### src/rtl/osc_pkg.sv
// Shared definitions for the triggered ADC capture path.
//   state_e   : capture/drain controller states (header states only when
//               ADC_FRAME_HEADER_EN is defined)
//   HDR_BYTE0 : first frame-header byte
//   HDR_BYTE1 : second frame-header byte
package osc_pkg;

  typedef enum logic [2:0] {
    StIdle,
    StArmed,
    StCapture,
    StDrainRd,
    StDrainWait,
    StDrainHold
`ifdef ADC_FRAME_HEADER_EN
    ,
    StHdr0,
    StHdr1
`endif
  } state_e;

  localparam logic [7:0] HDR_BYTE0 = 8'hAA;
  localparam logic [7:0] HDR_BYTE1 = 8'h55;

endpackage

### src/rtl/sample_ram.sv
// Simple dual-port sample store, DEPTH x 8, shaped for block-RAM inference.
//   clk     : clock
//   wr_en   : write strobe
//   wr_addr : write address
//   wr_data : write data
//   rd_addr : read address
//   rd_data : registered read data, valid the cycle after rd_addr is presented
module sample_ram #(
  parameter int unsigned DEPTH  = 256,
  parameter int unsigned ADDR_W = 8
) (
  input  logic              clk,
  input  logic              wr_en,
  input  logic [ADDR_W-1:0] wr_addr,
  input  logic [7:0]        wr_data,
  input  logic [ADDR_W-1:0] rd_addr,
  output logic [7:0]        rd_data
);

  logic [7:0] mem [DEPTH];

  // No reset on the array or the read register so the tools map this to BSRAM.
  always_ff @(posedge clk) begin
    if (wr_en) begin
      mem[wr_addr] <= wr_data;
    end
    rd_data <= mem[rd_addr];
  end

endmodule

### src/rtl/adc_capture_buffer.sv
// Triggered burst capture of the 8-bit ADC bus into block RAM, then byte-wise
// drain into the UART transmitter.
// Optional: define ADC_FRAME_HEADER_EN to prefix each frame with AA,55.
//   clk, rst    : clock; synchronous active-high reset
//   adc_in      : raw ADC bus
//   arm         : one-cycle pulse, starts a capture from IDLE
//   force_trig  : level, triggers immediately while armed
//   trig_level  : trigger threshold
//   trig_rising : 1 = rising crossing, 0 = falling crossing
//   decim       : sample period minus one, in clk cycles
//   tx_ready    : UART transmitter idle
//   tx_data     : byte to transmit
//   tx_send_n   : active-low one-cycle send strobe
//   busy        : high outside IDLE
//   done        : one-cycle pulse after the last byte is strobed
module adc_capture_buffer
  import osc_pkg::*;
#(
  parameter int unsigned DEPTH   = 256,
  parameter int unsigned ADDR_W  = $clog2(DEPTH),
  parameter int unsigned DECIM_W = 16
) (
  input  logic               clk,
  input  logic               rst,
  input  logic [7:0]         adc_in,
  input  logic               arm,
  input  logic               force_trig,
  input  logic [7:0]         trig_level,
  input  logic               trig_rising,
  input  logic [DECIM_W-1:0] decim,
  input  logic               tx_ready,
  output logic [7:0]         tx_data,
  output logic               tx_send_n,
  output logic               busy,
  output logic               done
);

  localparam logic [ADDR_W-1:0] LastAddr = ADDR_W'(DEPTH - 1);

  state_e              state_q, state_d;
  logic [7:0]          cur_q, prev_q;
  logic [DECIM_W-1:0]  decim_q, decim_d, cnt_q, cnt_d;
  logic [7:0]          level_q, level_d;
  logic                rising_q, rising_d;
  logic [ADDR_W-1:0]   wr_addr_q, wr_addr_d, rd_addr_q, rd_addr_d, wr_next;
  logic [7:0]          tx_data_q, tx_data_d;
  logic                tx_send_n_q, tx_send_n_d, done_q, done_d;
  logic                ram_we;
  logic [ADDR_W-1:0]   ram_waddr;
  logic [7:0]          ram_rdata;
  logic                trig_hit;
`ifdef ADC_FRAME_HEADER_EN
  // 0: sample bytes, 1: AA just sent, 2: 55 just sent
  logic [1:0]          hdr_phase_q, hdr_phase_d;
`endif

  // Input pipeline runs in every state and through reset.
  always_ff @(posedge clk) begin
    cur_q  <= adc_in;
    prev_q <= cur_q;
  end

  // force_trig is OR-ed in so a simultaneous crossing still yields one trigger.
  assign trig_hit = force_trig ||
                    (rising_q ? (prev_q < level_q && cur_q >= level_q)
                              : (prev_q > level_q && cur_q <= level_q));
  assign wr_next  = wr_addr_q + ADDR_W'(1);

  always_comb begin
    state_d     = state_q;
    decim_d     = decim_q;
    level_d     = level_q;
    rising_d    = rising_q;
    cnt_d       = cnt_q;
    wr_addr_d   = wr_addr_q;
    rd_addr_d   = rd_addr_q;
    tx_data_d   = tx_data_q;
    tx_send_n_d = 1'b1;
    done_d      = 1'b0;
    ram_we      = 1'b0;
    ram_waddr   = wr_addr_q;
`ifdef ADC_FRAME_HEADER_EN
    hdr_phase_d = hdr_phase_q;
`endif
    unique case (state_q)
      StIdle: begin
        if (arm) begin
          decim_d  = decim;
          level_d  = trig_level;
          rising_d = trig_rising;
          state_d  = StArmed;
        end
      end
      StArmed: begin
        if (trig_hit) begin
          ram_we    = 1'b1;
          ram_waddr = '0;
          wr_addr_d = '0;
          cnt_d     = '0;
          state_d   = StCapture;
        end
      end
      StCapture: begin
        cnt_d = cnt_q + DECIM_W'(1);
        if (cnt_q == decim_q) begin
          cnt_d     = '0;
          ram_we    = 1'b1;
          ram_waddr = wr_next;
          wr_addr_d = wr_next;
          if (wr_next == LastAddr) begin
            rd_addr_d = '0;
`ifdef ADC_FRAME_HEADER_EN
            hdr_phase_d = 2'd0;
            state_d     = StHdr0;
`else
            state_d     = StDrainRd;
`endif
          end
        end
      end
      StDrainRd: begin
        state_d = StDrainWait;
      end
      StDrainWait: begin
        if (tx_ready) begin
          tx_data_d   = ram_rdata;
          tx_send_n_d = 1'b0;
          state_d     = StDrainHold;
        end
      end
`ifdef ADC_FRAME_HEADER_EN
      StHdr0: begin
        if (tx_ready) begin
          tx_data_d   = HDR_BYTE0;
          tx_send_n_d = 1'b0;
          hdr_phase_d = 2'd1;
          state_d     = StDrainHold;
        end
      end
      StHdr1: begin
        if (tx_ready) begin
          tx_data_d   = HDR_BYTE1;
          tx_send_n_d = 1'b0;
          hdr_phase_d = 2'd2;
          state_d     = StDrainHold;
        end
      end
`endif
      // One dead cycle so the UART's ready flag has dropped before we look again.
      StDrainHold: begin
`ifdef ADC_FRAME_HEADER_EN
        if (hdr_phase_q == 2'd1) begin
          state_d = StHdr1;
        end else if (hdr_phase_q == 2'd2) begin
          hdr_phase_d = 2'd0;
          state_d     = StDrainRd;
        end else
`endif
        begin
          if (rd_addr_q == LastAddr) begin
            done_d  = 1'b1;
            state_d = StIdle;
          end else begin
            rd_addr_d = rd_addr_q + ADDR_W'(1);
            state_d   = StDrainRd;
          end
        end
      end
      default: state_d = StIdle;
    endcase
  end

  always_ff @(posedge clk) begin
    if (rst) begin
      state_q     <= StIdle;
      decim_q     <= '0;
      level_q     <= '0;
      rising_q    <= 1'b0;
      cnt_q       <= '0;
      wr_addr_q   <= '0;
      rd_addr_q   <= '0;
      tx_data_q   <= 8'h00;
      tx_send_n_q <= 1'b1;
      done_q      <= 1'b0;
`ifdef ADC_FRAME_HEADER_EN
      hdr_phase_q <= 2'd0;
`endif
    end else begin
      state_q     <= state_d;
      decim_q     <= decim_d;
      level_q     <= level_d;
      rising_q    <= rising_d;
      cnt_q       <= cnt_d;
      wr_addr_q   <= wr_addr_d;
      rd_addr_q   <= rd_addr_d;
      tx_data_q   <= tx_data_d;
      tx_send_n_q <= tx_send_n_d;
      done_q      <= done_d;
`ifdef ADC_FRAME_HEADER_EN
      hdr_phase_q <= hdr_phase_d;
`endif
    end
  end

  sample_ram #(
    .DEPTH  (DEPTH),
    .ADDR_W (ADDR_W)
  ) u_ram (
    .clk     (clk),
    .wr_en   (ram_we),
    .wr_addr (ram_waddr),
    .wr_data (cur_q),
    .rd_addr (rd_addr_q),
    .rd_data (ram_rdata)
  );

  assign tx_data   = tx_data_q;
  assign tx_send_n = tx_send_n_q;
  assign done      = done_q;
  assign busy      = (state_q != StIdle);

endmodule

### config.mk
export PLATFORM = sky130hd
export DESIGN_NAME = adc_capture_buffer
export DESIGN_NICKNAME = d
export VERILOG_FILES = /design/src/rtl/osc_pkg.sv /design/src/rtl/sample_ram.sv /design/src/rtl/adc_capture_buffer.sv
export SDC_FILE = /design/constraint.sdc
export NUM_CORES = 2
export LEC_CHECK = 0
export ABC_CLOCK_PERIOD_IN_PS = 9100
export CAP_MARGIN = 30
export CORE_ASPECT_RATIO = 0.7
export CORE_MARGIN = 2
export CORE_UTILIZATION = 41
export DETAILED_ROUTE_END_ITERATION = 12
export GPL_ROUTABILITY_DRIVEN = 0
export GPL_TIMING_DRIVEN = 0
export SLEW_MARGIN = 20
export SYNTH_ARGS = -nofsm -noshare
export SYNTH_HDL_FRONTEND = slang
export SYNTH_SLANG_ARGS = --single-unit
### constraint.sdc
create_clock -name clk -period 9.1 [get_ports clk]
set_clock_uncertainty 0.1 [all_clocks]
set_input_delay 1.365 -clock clk [delete_from_list [all_inputs] [get_ports clk]]
set_output_delay 1.365 -clock clk [all_outputs]
set_load 0.02 [all_outputs]
Word level (Yosys, flattened, before mapping)
Memory sizes are Yosys's and may differ from the RTL's. A register that Yosys moved wholly into a read port is not among the register bits.
Cells that the tools add are included.
{"block": "word_totals", "mem_count": 1, "elab_cells": 75, "ff_bits": 86, "out_inout_bits": 11, "ramBits": 2048, "latchBits": 0, "in_bits": 38, "romBits": 0}
{"block": "classes", "mul": 0, "n_bitwise": 2, "n_reduce_logical": 14, "eq_ne": 14, "n_lt_le_gt_ge": 4, "n_addsub": 3, "n_shift": 0, "div_mod_pow": 0, "muxes": 25}
{"name": "u_ram.mem", "depth": 256, "width": 8, "read_ports": 1, "rd_clocked_by_memory_dff": 1, "write_ports": 1, "line_no": "sample_ram.sv:20", "source": "logic [7:0] mem [DEPTH];"}
{"op": "two-way mux 8 bit", "n": 5}
{"op": "two-way mux 16 bit", "n": 2}
{"op": "one-hot mux 16 bit (2 select lines)", "n": 1}
{"op": "one-hot mux 8 bit (2 select lines)", "n": 2}
{"op": "one-hot mux 3 bit (6 select lines)", "n": 1}
{"op": "adder 16 x 1 -> 16 bit (second input constant)", "n": 1}
{"op": "adder 8 x 1 -> 8 bit (second input constant)", "n": 2}
{"op": "== test 16 bit", "n": 1}
{"op": "== test 8 bit (second input constant)", "n": 2}
{"op": "two-way mux 3 bit", "n": 5}
{"op": "inequality test 2 bit (second input constant)", "n": 6}
{"op": "greater-or-equal comparator 8 bit", "n": 1}
{"op": "> comparator 8 bit", "n": 1}
{"op": "<= comparator 8 bit", "n": 1}
{"op": "less-than comparator 8 bit", "n": 1}
{"op": "two-way mux 1 bit", "n": 7}
{"op": "== test 3 x 2 -> 1 bit (second input constant)", "n": 2}
{"op": "== test 3 bit (second input constant)", "n": 2}
{"op": "AND reduction 2 bit", "n": 3}
{"op": "AND reduction 5 bit", "n": 1}
{"op": "AND reduction 4 bit", "n": 1}
{"op": "nonzero test 2 bit", "n": 2}
{"op": "OR reduction 2 bit", "n": 2}
{"op": "== test 3 x 1 -> 1 bit (second input constant)", "n": 1}
{"op": "other kinds (7)", "n": 9}

Longest topological paths before layout
{"block": "logic_depth", "ltp_word": 8, "mapped_depth": 13, "ltp_nobuf": 10}

Modules after synthesis
From an unflattened synthesis, not the netlist that was laid out.
{"block": "unflattened", "hier_cells": 4222, "hier_area_um2": 83687.8}
{"module": "sample_ram", "instances": 1, "cells_per_inst": 3733, "seq_area_each_um2": 61659.1, "area_per_inst_um2": 79556.3}
{"module": "adc_capture_buffer", "instances": 1, "cells_per_inst": 489, "seq_area_each_um2": 1721.7, "area_per_inst_um2": 4131.5}

Worst setup path after synthesis
Ideal clock, no wire load.
{"block": "synth_timing", "path_type": "register to register", "start": "register cur_q[1]", "end": "memory u_ram.mem[24][0] (enable)", "path_buffers": 2, "synth_period_minus_slack_ns": 7.055, "t_required_ns": 8.605, "path_stages_with_launch": 12, "path_slack_ns": 2.045, "arrival_ns": 6.560, "setup_time_ns": 0.395, "cell_sequence": "dfxtp_1 -> ha_1 -> nor2b_1 -> o211ai_1 -> a21o_1 -> a21oi_1 -> o22ai_1 -> buf_2 -> nand2_1 -> a221o_1 -> buf_2 -> nor4_1"}
{"block": "synth_between", "elab_chain_cells": 8, "word_cells_on_any_way": 12, "cone_classes": "order compare: 2; mux: 7; reduce/logical: 3"}
{"element": "from (decl)", "line_no": "adc_capture_buffer.sv:41", "source": "logic [7:0] cur_q, prev_q;"}
{"element": "from (signal assigned)", "line_no": "adc_capture_buffer.sv:59", "source": "cur_q <= adc_in;"}
{"element": "<= comparator 8 bit or greater-or-equal comparator 8 bit (tied branches)", "line_no": "adc_capture_buffer.sv:66, adc_capture_buffer.sv:65"}
{"element": "logical AND 1 bit, on equally long branches", "line_no": "adc_capture_buffer.sv:66, adc_capture_buffer.sv:65"}
{"element": "two-way mux 1 bit *", "line_no": "adc_capture_buffer.sv:65", "source": "(rising_q ? (prev_q < level_q && cur_q >= level_q)"}
{"element": "logical OR 1 bit *", "line_no": "adc_capture_buffer.sv:64", "source": "assign trig_hit = force_trig ||"}
{"element": "two-way mux 1 bit", "line_no": "adc_capture_buffer.sv:95", "source": "if (trig_hit) begin"}
{"element": "one-hot mux 1 bit (2 select lines)", "line_no": "adc_capture_buffer.sv:85", "source": "unique case (state_q)"}
{"element": "two-way mux 1 bit", "line_no": "sample_ram.sv:24", "source": "if (wr_en) begin"}
{"element": "two-way mux 1 bit (implied by the code)", "line_no": "sample_ram.sv:25", "source": "mem[wr_addr] <= wr_data;"}
{"element": "to (decl)", "line_no": "sample_ram.sv:20"}
Mark *: on every way between the ends. The rest lies on a longest branch, timed or not.

Worst setup path in the final report
{"block": "layout_timing", "start": "register cur_q[1]", "end": "memory u_ram.mem[231][3] (enable)"}
Same word-level chain as after synthesis.

==> out/summary.txt <==
cts repair resizes - 0
Post-CTS Hold Buffers - 0
Crit. End Element - flop
total routed wirelength - 267 mm
Final Critical Period - 5470 ps
FFs w/ async S/R, synth - 0%
GR Layer Usage met1 - 38.8%
maxcap violations - 0
final net count - 4326
Port Buffer Count - 48
Root Buffer - clkbuf_16
fmax - 183 MHz
status - finished clean
post-route DRC violation count - 0
sequential-to-total area share from yosys stat - 75.8%
r2r endpoint - u_ram.mem[231][3]
Worst setup SP type - flop
vias in the first global route - 42678
final instance area - 97500 um2
Critical Path AT - 5960 ps
clock sinks - 2142
Least-Margin Pin Slew - 1220 ps
largest net degree at the start of global routing - 85
maximum vdd drop - 0.161 mV
CP Class - flop to flop
initial core utilization - 41.3%
Synth-to-Final Area Change - 16.7%
GR Layer Usage met3 - 10.8%
I/O pins - 49
global routing's busiest layer - met1
Max FO, Critical Path - 61
Slew headroom - 19.0%
Mapped Cells - 3788
Post-CTS Setup Bufs - 0
Rows - 138
Synth Warn # - 0
via/cell ratio - 6.31
worst path required time - 9590 ps
final-report hold violation count - 0
clk buf depth - 4
detailed-route via count - 45132
Hold Crit Class - flop to flop
post-DP HPWL - 187 mm
mean area per synthesized cell - 22.1 um2
Post-DP Area - 91400 um2
initial antenna violation count - 16
reg2reg setup slack - 3630 ps
Post-synth top flop - edfxtp_1
Core ar. - 202000 um2
Post-synth EDFFs - 2048
P per Cell Area - 200 nW/um2
first-pass GRT wire length - 363 mm
placed insts - 6788
final setup fails - 0
worst setup path endpoint - u_ram.mem[231][3]
DRT Pass-1 Iters - 7
DRT iter0 DRCs - 8768
layout cells sized above 1 - 36.0%
die footprint - 208000 um2
clk_lat worst skew - 850 ps
Die Ht - 382 um
reg2reg start - cur_q[1]
CTS tree - built
syn nets - 3846
first element of the critical path - cur_q[1]
die width - 544 um
leakage - 29.3 nW
flops & latches, synth - 2142
RSZ-0062 raised after global routing - false
Clk pin slew, worst setup/hold paths - 60 ps
FF-to-FF path depth - 13
grt ovf - 0
hold slack - 341 ps
Finished Layout Cells - 7147
Synth Cell Area - 83600 um2
Pins Over Slew Limit - 0
TritonCTS buffer count - 198
met2 Use GR - 33.4%
WL per Instance - 37.4 um
Routed Antenna Nets - 0
# fillers - 16534
gr usage total - 25.7%
fin crit share - 60.1%
post-synth cell types - 56
H-tree Lvls - 4
==> registers in the layout, indices dropped and copies added (netlist names) <==
name,flops
u_ram.mem,2048
cnt_q,16
decim_q,16
cur_q,8
level_q,8
prev_q,8
rd_addr_q,8
tx_data,8
u_ram.rd_data,8
wr_addr_q,8
state_q,3
done,1
rising_q,1
tx_send_n,1
==> worst min-delay path by stage <==
stage,depth (start not counted),end,from
floorplan,2,tx_data[0],u_ram.rd_data[0]
global placement,2,tx_data[4],u_ram.rd_data[4]
detailed placement,2,tx_data[4],u_ram.rd_data[4]
CTS,2,tx_data[4],u_ram.rd_data[4]
global route,2,tx_data[6],u_ram.rd_data[6]
finish,2,tx_data[4],u_ram.rd_data[4]
==> metal layers <==
layer | vias up | wire length [um] | part of all wire (%)
li1 | 17038 | - | -
met2 | 3416 | 106000 | 40
met1 | 24166 | 109000 | 41
met5 | - | 760 | 0.28
met4 | 18 | 8640 | 3.2
met3 | 494 | 42600 | 16
==> area by class of cell <==
| type | instances | area [um2] | share of cell area, % |
|---|---|---|---|
| sequential | 2142 | 63400 | 65.0 |
| multi-input combinational | 1374 | 20200 | 20.7 |
| clock buffer | 238 | 5130 | 5.26 |
| tap | 2730 | 3420 | 3.50 |
| timing repair buffer | 280 | 3190 | 3.27 |
| buffer | 247 | 1200 | 1.24 |
| clock inverter | 108 | 890 | 0.912 |
| inverter | 25 | 93.8 | 0.0962 |
| antenna | 3 | 7.51 | 0.00770 |
==> synthesized netlist by cell type, drive strengths merged (4+ instances only) <==
cell type | n | area, um2
and2 | 4 | 25.0
buf | 122 | 629
and3 | 13 | 81.3
inv | 25 | 93.8
nor3 | 230 | 1160
nand4 | 13 | 87.6
nand3 | 19 | 95.1
o21ai | 25 | 125
edfxtp | 2048 | 61500
nor2 | 79 | 299
nor4 | 22 | 144
a31o | 4 | 35.0
dfxtp | 94 | 1880
clkbuf | 125 | 469
nand3b | 7 | 52.6
o22ai | 4 | 25.0
ha | 20 | 250
o211ai | 5 | 37.5
nand2 | 99 | 372
xnor2 | 12 | 105
a22oi | 17 | 133
mux4 | 671 | 15100
a21oi | 67 | 339
xor2 | 22 | 193
==> critical path, cell delays in order (launching register included) <==
cell      delay, ps
dfxtp_4         640
buf_16          320
ha_1            300
nor2b_1         140
o211ai_1        150
a21o_1          150
a21oi_1          80
o22ai_1         250
buf_2           320
nand2_1         310
a22oi_2        1050
clkbuf_2        830
nor3_2          230
buf_6           220
==> power by group <==
group	switching [mW]	internal [mW]
clock network	3.69	4.40
registers	0.0382	10.8
logic	0.380	0.160
==> metrics by stage <==
stage	setup WS [ps]	power, mW	utilization, %	setup TNS (ps)
global route	3610	19.9	48.2	0
floorplan	2050	11.3	-	0
global placement	-4410	11.6	43.2	-7001160
CTS	3800	19.5	48.1	0
detailed placement	3240	11.6	45.2	0
finish	3630	19.5	48.2	0
==> cell usage in the layout, fill, tap and decap left out, drive strengths merged, types with 25 or more instances in the layout <==
cell type / n
edfxtp: 2048
mux4: 671
clkbuf: 364
buf: 353
nor3: 230
nand2: 99
dfxtp: 94
clkinv: 82
nor2: 79
a21oi: 67
clkdlybuf4s50: 48
inv: 28
o21ai: 25
==> cell families (layout without fill, tap and decap cells) <==
group	Yosys count	count (layout)	synth area share (%)
DFF	2142	2142	75.8
muxes	674	674	18.1
and+or+nand+nor	504	504	2.92
buffers and inverters	272	898	1.43
AOI/OAI and AO/OA	142	142	1.04
xor gates and xnor gates	34	34	0.356
adders and majority gates	20	20	0.299
other	0	3	0
Note: power is estimated with default switching activity, not from simulation.
